--- src/rtl/trap_pkg.sv ---
// -----------------------------------------------------------------------------
// trap_pkg
// Shared types and constants for the trapped-I/O capture block.
//   trap_entry_t  : one captured bus cycle {dir, addr, data}, dir=1 for writes
//   trap_state_t  : capture FSM states
//   SEL_*         : hypervisor read sub-addresses (host_sel)
//   EMPTY_READ    : value returned on entry reads while the FIFO is empty
// -----------------------------------------------------------------------------
package trap_pkg;

  localparam int ENTRY_W = 17;

  typedef struct packed {
    logic       dir;   // 1 = guest write (OUT), 0 = guest read (IN)
    logic [7:0] addr;
    logic [7:0] data;
  } trap_entry_t;

  typedef enum logic [1:0] {
    ST_IDLE     = 2'd0,
    ST_ARMED    = 2'd1,
    ST_PUSH     = 2'd2,
    ST_WAIT_END = 2'd3
  } trap_state_t;

  localparam logic [1:0] SEL_STATUS = 2'd0;
  localparam logic [1:0] SEL_ADDR   = 2'd1;
  localparam logic [1:0] SEL_DATA   = 2'd2;
  localparam logic [1:0] SEL_POP    = 2'd3;

  localparam logic [7:0] EMPTY_READ = 8'hFF;

  // Build an entry from the sampled bus; guest reads record data as zero since
  // the data bus is not driven by the guest during an IN cycle.
  function automatic trap_entry_t make_entry(input logic       is_wr,
                                             input logic [7:0] a,
                                             input logic [7:0] d);
    trap_entry_t e;
    e.dir  = is_wr;
    e.addr = a;
    e.data = is_wr ? d : 8'h00;
    return e;
  endfunction

endpackage

--- src/rtl/trap_fifo_mem.sv ---
// -----------------------------------------------------------------------------
// trap_fifo_mem
// DEPTH x 17-bit circular buffer holding captured bus cycles.
// Ports:
//   clk, reset_n  : clock, synchronous active-low reset
//   push, pop     : requests; a pop on empty is ignored, a push on full is
//                   dropped unless a pop is accepted on the same clock
//   wr_entry      : entry written on an accepted push
//   head          : oldest entry (stale when empty; caller masks it)
//   count         : valid entries, 0..DEPTH
//   count_next    : value count takes at the next clock edge
//   full, empty   : occupancy flags
//   dropped       : push rejected this clock because the buffer is full
// DEPTH must be a power of two (2..8) so the pointers wrap by overflow.
// -----------------------------------------------------------------------------
module trap_fifo_mem
  import trap_pkg::*;
#(
  parameter int DEPTH = 4
) (
  input  logic        clk,
  input  logic        reset_n,
  input  logic        push,
  input  logic        pop,
  input  trap_entry_t wr_entry,
  output trap_entry_t head,
  output logic [3:0]  count,
  output logic [3:0]  count_next,
  output logic        full,
  output logic        empty,
  output logic        dropped
);

  localparam int         PTR_W   = $clog2(DEPTH);
  localparam logic [3:0] DEPTH_C = 4'(DEPTH);

  trap_entry_t      mem_q [DEPTH];
  logic [PTR_W-1:0] wr_ptr_q, wr_ptr_d;
  logic [PTR_W-1:0] rd_ptr_q, rd_ptr_d;
  logic [3:0]       count_q, count_d;
  logic             push_ok, pop_ok;

  assign full    = (count_q == DEPTH_C);
  assign empty   = (count_q == 4'd0);
  assign pop_ok  = pop && !empty;
  // A pop on the same clock frees the slot, so a full buffer still accepts.
  assign push_ok = push && (!full || pop_ok);
  assign dropped = push && !push_ok;

  always_comb begin
    wr_ptr_d = wr_ptr_q;
    rd_ptr_d = rd_ptr_q;
    count_d  = count_q;
    if (push_ok) wr_ptr_d = wr_ptr_q + PTR_W'(1);
    if (pop_ok)  rd_ptr_d = rd_ptr_q + PTR_W'(1);
    case ({push_ok, pop_ok})
      2'b10:   count_d = count_q + 4'd1;
      2'b01:   count_d = count_q - 4'd1;
      default: count_d = count_q;
    endcase
  end

  always_ff @(posedge clk) begin
    if (!reset_n) begin
      wr_ptr_q <= '0;
      rd_ptr_q <= '0;
      count_q  <= 4'd0;
    end else begin
      // NOTE: sequential state uses non-blocking assignment so every flop
      // samples pre-edge values regardless of statement order.
      wr_ptr_q <= wr_ptr_d;
      rd_ptr_q <= rd_ptr_d;
      count_q  <= count_d;
    end
  end

  // NOTE: the storage array has no reset; entries are only visible through
  // rd_ptr/count, which are reset, so clearing the array would buy nothing.
  always_ff @(posedge clk) begin
    if (push_ok) mem_q[wr_ptr_q] <= wr_entry;
  end

  assign head       = mem_q[rd_ptr_q];
  assign count      = count_q;
  assign count_next = count_d;

endmodule

--- src/rtl/trap_capture.sv ---
// -----------------------------------------------------------------------------
// trap_capture
// Records trapped Z80 I/O cycles (port, direction, write data) into a small
// FIFO which the hypervisor drains through the mapper I/O window.
// Ports:
//   clk, reset_n          : clock, synchronous active-low reset
//   capture               : capture_address from the mode logic; arms a capture
//   iorq_n, rd_n, wr_n    : raw Z80 strobes
//   addr, data_in         : Z80 A7..A0 and data bus
//   host_sel, host_rd_en  : hypervisor read sub-address and read strobe
//   data_out, data_oe     : hypervisor read data and its drive enable
//   count                 : valid entries
//   overflow              : sticky, an entry was dropped
//   fifo_irq_n            : low while entries are pending (only when
//                           TRAP_CAPTURE_IRQ_EN is defined, else tied high)
// Configuration macro: TRAP_CAPTURE_IRQ_EN
// -----------------------------------------------------------------------------
module trap_capture
  import trap_pkg::*;
#(
  parameter int DEPTH = 4
) (
  input  logic       clk,
  input  logic       reset_n,
  input  logic       capture,
  input  logic       iorq_n,
  input  logic       rd_n,
  input  logic       wr_n,
  input  logic [7:0] addr,
  input  logic [7:0] data_in,
  input  logic [1:0] host_sel,
  input  logic       host_rd_en,
  output logic [7:0] data_out,
  output logic       data_oe,
  output logic [3:0] count,
  output logic       overflow,
  output logic       fifo_irq_n
);

  trap_state_t state_q, state_d;
  trap_entry_t entry_q, entry_d;
  trap_entry_t head;
  logic        strobe, strobe_q, strobe_d;
  logic        qualified;
  logic        latch_en, push;
  logic        host_rd_q, host_rd_d;
  logic        host_fall, pop, status_clr;
  logic        overflow_q, overflow_d;
  logic [3:0]  count_next;
  logic        full, empty, dropped;

  // An I/O cycle in progress in either direction.
  assign strobe    = !iorq_n && (!rd_n || !wr_n);
  // Two consecutive low samples filter single-clock glitches on the strobes.
  assign qualified = strobe && strobe_q;

  // ---- FSM: state register ----
  always_ff @(posedge clk) begin
    if (!reset_n) state_q <= ST_IDLE;
    else          state_q <= state_d;
  end

  // ---- FSM: next state ----
  always_comb begin
    state_d = state_q;
    case (state_q)
      ST_IDLE:     if (capture) state_d = ST_ARMED;
      ST_ARMED: begin
        if (!capture)       state_d = ST_IDLE;
        else if (qualified) state_d = ST_PUSH;
      end
      ST_PUSH:     state_d = ST_WAIT_END;
      // Hold until the bus cycle ends so a long strobe yields one entry.
      ST_WAIT_END: if (iorq_n) state_d = ST_IDLE;
      default:     state_d = ST_IDLE;
    endcase
  end

  // ---- FSM: outputs ----
  always_comb begin
    latch_en = 1'b0;
    push     = 1'b0;
    case (state_q)
      ST_ARMED: latch_en = capture && qualified;
      ST_PUSH:  push     = 1'b1;
      default: begin
        latch_en = 1'b0;
        push     = 1'b0;
      end
    endcase
  end

  // ---- Datapath next-state ----
  always_comb begin
    strobe_d  = strobe;
    host_rd_d = host_rd_en;
    entry_d   = entry_q;
    if (latch_en) entry_d = make_entry(!wr_n, addr, data_in);

    overflow_d = overflow_q;
    if (dropped)         overflow_d = 1'b1;   // a drop wins over a clearing read
    else if (status_clr) overflow_d = 1'b0;
  end

  // Host read completes on the registered falling edge of host_rd_en.
  assign host_fall  = host_rd_q && !host_rd_en;
  assign pop        = host_fall && (host_sel == SEL_POP);
  assign status_clr = host_fall && (host_sel == SEL_STATUS);

  always_ff @(posedge clk) begin
    if (!reset_n) begin
      strobe_q   <= 1'b0;
      host_rd_q  <= 1'b0;
      entry_q    <= '0;
      overflow_q <= 1'b0;
    end else begin
      strobe_q   <= strobe_d;
      host_rd_q  <= host_rd_d;
      entry_q    <= entry_d;
      overflow_q <= overflow_d;
    end
  end

  trap_fifo_mem #(
    .DEPTH (DEPTH)
  ) u_fifo (
    .clk        (clk),
    .reset_n    (reset_n),
    .push       (push),
    .pop        (pop),
    .wr_entry   (entry_q),
    .head       (head),
    .count      (count),
    .count_next (count_next),
    .full       (full),
    .empty      (empty),
    .dropped    (dropped)
  );

  // ---- Host read mux ----
  always_comb begin
    data_out = 8'h00;
    if (host_rd_en) begin
      case (host_sel)
        SEL_STATUS: data_out = {overflow_q, empty, 2'b00, count};
        SEL_ADDR:   data_out = empty ? EMPTY_READ : head.addr;
        SEL_DATA:   data_out = empty ? EMPTY_READ : head.data;
        SEL_POP:    data_out = empty ? EMPTY_READ : {head.dir, 7'b0};
        default:    data_out = 8'h00;
      endcase
    end
  end

  assign data_oe  = host_rd_en;
  assign overflow = overflow_q;

`ifdef TRAP_CAPTURE_IRQ_EN
  logic irq_n_q, irq_n_d;
  logic unused_full;

  // Registered from the next count so the flag moves on the same edge as count.
  assign irq_n_d     = (count_next == 4'd0);
  assign unused_full = full;

  always_ff @(posedge clk) begin
    if (!reset_n) irq_n_q <= 1'b1;
    else          irq_n_q <= irq_n_d;
  end

  assign fifo_irq_n = irq_n_q;
`else
  logic unused_fifo;
  assign unused_fifo = ^{count_next, full};
  assign fifo_irq_n  = 1'b1;
`endif

endmodule

--- config.mk ---
export PLATFORM = sky130hd
export DESIGN_NAME = trap_capture
export DESIGN_NICKNAME = d
export VERILOG_FILES = /design/src/rtl/trap_pkg.sv /design/src/rtl/trap_fifo_mem.sv /design/src/rtl/trap_capture.sv
export SDC_FILE = /design/constraint.sdc
export NUM_CORES = 1
export LEC_CHECK = 0
export ABC_AREA = 1
export BUFFER_PORTS_ARGS = -buffer_cell sky130_fd_sc_hd__buf_2
export CAP_MARGIN = 25
export CORE_ASPECT_RATIO = 1.75
export CORE_MARGIN = 3
export CORE_UTILIZATION = 39
export DETAILED_ROUTE_END_ITERATION = 12
export PLACE_DENSITY = 0.61
export SLEW_MARGIN = 20
export SYNTH_ARGS = -nofsm -noshare
export SYNTH_HDL_FRONTEND = slang
export SYNTH_HIERARCHICAL = 1
export SYNTH_SLANG_ARGS = --single-unit
--- constraint.sdc ---
create_clock -name clk -period 4.4 [get_ports clk]
set_clock_uncertainty 0.2 [all_clocks]
set_input_delay 1.1 -clock clk [delete_from_list [all_inputs] [get_ports clk]]
set_output_delay 1.1 -clock clk [all_outputs]
set_load 0.05 [all_outputs]
* Word level (Yosys, flattened, before mapping)
Memory sizes are Yosys's and may differ from the RTL's. A register that Yosys moved wholly into a read port is not among the register bits.
Index checks and enable logic that the tools add are counted.
** Word-level totals
- Register bits :: 30
- Bits in latches :: 0
- RAM bits :: 68
- Bits in read-only memories :: 0
- Input bits :: 25
- Output and inout port bits :: 15
- Word-level logic and storage cells :: 71
- Memories :: 1
** Operators by class
- $add $sub $neg :: 4
- $mul :: 0
- Divide/modulo/power cells :: 0
- Order comparisons :: 0
- Equality and inequality tests :: 12
- Shifts and indexed selects :: 0
- Muxes and demuxes :: 20
- Bitwise operators :: 0
- Reductions and logical operators :: 24
** Memory list
- u_fifo.mem_q :: depth 4, bits a word 17, rd ports 1, clocked after Yosys merged registers in 1, wr ports 1, line trap_fifo_mem.sv:37 : trap_entry_t mem_q [DEPTH];
** Operators by type and width (number)
- two-way mux 8 bit :: 5
- one-hot mux 8 bit (4 select lines) :: 1
- two-way mux 2 bit :: 6
- == test 2 bit, second input constant :: 5
- logical AND 1 bit :: 9
- one-hot mux 2 bit (4 select lines) :: 1
- one-hot mux 4 bit (2 select lines) :: 1
- logical NOT 1 bit :: 7
- == test 2 x 1 -> 1 bit, second input constant :: 3
- two-way mux 1 bit :: 6
- adder 2 x 1 -> 2 bit, second input constant :: 2
- adder 4 x 1 -> 4 bit, second input constant :: 1
- == test 4 x 3 -> 1 bit, second input constant :: 1
- logical NOT 2 bit :: 2
- logical NOT 4 bit :: 1
- != test 2 bit, second input constant :: 2
- nonzero test 2 bit :: 2
- subtractor 4 x 1 -> 4 bit, second input constant :: 1
- != test 3 bit, second input constant :: 1
- AND reduction 3 bit :: 1
- logical OR 1 bit :: 2

* Logic depth before layout (Yosys ltp)
- Depth after elaboration :: 9
- Gate-level depth with buffers :: 15
- Mapped depth without buffers :: 15

* Cells and area by module
The synthesis kept the hierarchy.
** By module, submodules not included
- trap_fifo_mem :: instances 1, cells each 249, area an instance 3166.8 um2, sequential area each 2242.2 um2
- trap_capture :: instances 1, cells each 160, area an instance 1127.3 um2, sequential area each 440.4 um2

* Worst setup path after synthesis
OpenSTA, ideal clock, no wires.
- Kind :: input port to output port
- Start point :: in host_rd_en
- End point :: out data_out[6]
- Arrival time :: 2.545 ns
- Required time :: 3.100 ns
- Slack :: 0.555 ns
- Stages on the path :: 4
- Buffers on the path :: 0
- Path through :: clkinv_1 > nor2_1 > o211ai_1 > o21ai_0
** Between the ends
- Word-level cells in the longest chain between the ends :: 1
** Ends and longest elaborated chain
- start: declaration :: line trap_capture.sv:32 : input logic host_rd_en,
- two-way mux 8 bit :: line trap_capture.sv:143 : if (host_rd_en) begin
- end: declaration :: line trap_capture.sv:33 : output logic [7:0] data_out,
Every way passes these cells.

==> impl_metrics.ini <==
[logic_synthesis]
synth_warnings = 6
synthesis.nets = 437
synth_area_per_cell_um2 = 10.6
syn-cell-area_um2 = 4280
syn_inst = 405

[place]
io_buffers = 38
dpl_cell_area_um2 = 4590
place.gp.congestion = 0.807
dp_hpwl_um = 6280

[worst_setup_path]
reg2reg_depth = 12
reg2reg_slack_ps = 1890
start_kind = flop
required_ps = 3100
worst_setup_path_end_kind = output port
criticalPathCategory = flop to output port
worstPathMaxFanout = 18
reg2reg_to = u_fifo/count[3]
cp.arrival_ps = 2360

[global_routing]
grt_pass1_vias = 2814
grt_max_degree = 35
grt_pass1_wl_um = 14000
antenna_found_initial = 0
gr-total-overflow = 0
grt_util_all_layers = 0.151

[status]
status = completed

[layout]
nNetsFinal = 477
multi_input_area_um2 = 1370
post_route_cells_drive_above_1_share = 0.204
fillers = 1019
seq_area_um2 = 2680
area_growth_syn_to_layout_pct = 14.5
antenna_cells = 0
postLayoutCellArea_um2 = 4900

[die]
start_util = 0.400
rows = 50
die-area_um2 = 12300
pin_count = 40
core_area_um2 = 10700
die_h_um = 145
die_w_um = 85.2

[pwr]
combPwrFrac = 0.046
power.total_mw = 1.87
seq_power_share = 0.534
p_leak_nw = 2.01
ir_drop_v = 0.000210
switchingPower_mw = 0.382
swShare = 0.204
internal-power_mw = 1.49
p_per_area_nw_per_um2 = 383
clkPwrFrac = 0.421

[timing]
min_period_over_period = 0.831
fin_crit_ps = 3660
tightest_slew_ps = 552
setup_violations = 0
slew_violations = 0
max_freq_mhz = 274
slew_headroom = 0.631
setup_tns_ps = 0
hold_viol_final = 0
grt_setup_unrepaired = no

[clocking]
cts_buffers = 9
clk_latency_ps = 340
clkTransAtPathRegs_ps = 60
clock-root-buffer = clkbuf_16
cts_resized = 0
cts_sinks = 100
cts_tree = done
postCtsSetupRepairBufs = 0
cts_max_path_buffers = 2
htree_levels = 3
hold_buffers = 0

[detailed_routing]
ant_nets = 0
routed_via_density = 5.04
drt_pre_antenna_iters = 4
wl_per_cell_um = 15.1
wirelength_um = 8770
drc = 0
first_iter_violations = 152
vias = 2923

[min_path]
min_path_cells = 1
hold_class = flop to flop
hp-start = u_fifo/rd_ptr_q[0]

[run]
cap_viol_max_count = 0
==> area by class of cell <==
cell class,count,area share
Sequential cell,100,0.548
Multi-Input combinational cell,256,0.280
Clock buffer,10,0.0511
Timing Repair Buffer,45,0.0496
Tap cell,130,0.0332
Inverter,33,0.0266
Clock inverter,6,0.0120
==> through the flow <==
| stage | instances | hold WS, ps | util | setup WS, ps |
|---|---|---|---|---|
| after floorplan | 405 | 236 | - | 555 |
| after global placement | 564 | 244 | 0.429 | 885 |
| after detailed placement | 564 | 258 | 0.429 | 854 |
| after CTS | 580 | 272 | 0.458 | 706 |
| after global routing | 580 | 294 | 0.458 | 591 |
| final | 580 | 277 | 0.458 | 745 |
==> power by group through the flow <==
stage	sequential (mW)	clock (mW)	combinational [mW]
5_1_grt	1.00	0.834	0.0938
6_report	1.00	0.788	0.0855
4_1_cts	1.00	0.802	0.0863
3_5_place_dp	1.02	0	0.0861
3_3_place_gp	1.02	0	0.0860
2_1_floorplan	1.02	0	0.0589
==> how the worst max path moves through the flow <==
stage                   to  slack, ps
4_1_cts        data_out[2]        710
3_3_place_gp   data_out[0]        890
6_report       data_out[2]        740
5_1_grt        data_out[7]        590
3_5_place_dp   data_out[0]        850
2_1_floorplan  data_out[6]        550
==> metal layers <==
layer / global-route usage / vias up / routed length, um
met5: 0 / - / 0
met1: 0.164 / 1374 / 3560
met2: 0.274 / 58 / 4610
li1: - / 1478 / -
met4: 0.0659 / 0 / 211
met3: 0.0365 / 13 / 392
==> state kept, by name (all words and copies together) (netlist names), named ones only <==
register         count
state_q              1
u_fifo/wr_ptr_q      2
overflow             1
u_fifo/mem_q        68
strobe_q             1
entry_q             17
u_fifo/rd_ptr_q      2
u_fifo/count         4
host_rd_q            1
==> worst max-delay path: stages (launching register included) <==
cell	delay [ps]
dfxtp_1	310
inv_1	390
buf_4	320
o21ai_0	110
o22ai_1	280
o21ai_0	140
a31oi_1	190
buf_2	280
==> cells in the final DEF (no fill, tap or decap), drive strengths merged, types with 6 or more instances in the layout <==
| cell | instances |
|---|---|
| clkinv | 6 |
| nand3 | 18 |
| a31oi | 6 |
| o21ai | 55 |
| a21oi | 22 |
| dfxtp | 32 |
| o22ai | 17 |
| ha | 6 |
| inv | 31 |
| buf | 45 |
| nand2 | 52 |
| nor2 | 73 |
| clkbuf | 10 |
| edfxtp | 68 |
(Power assumes the default switching activity.)
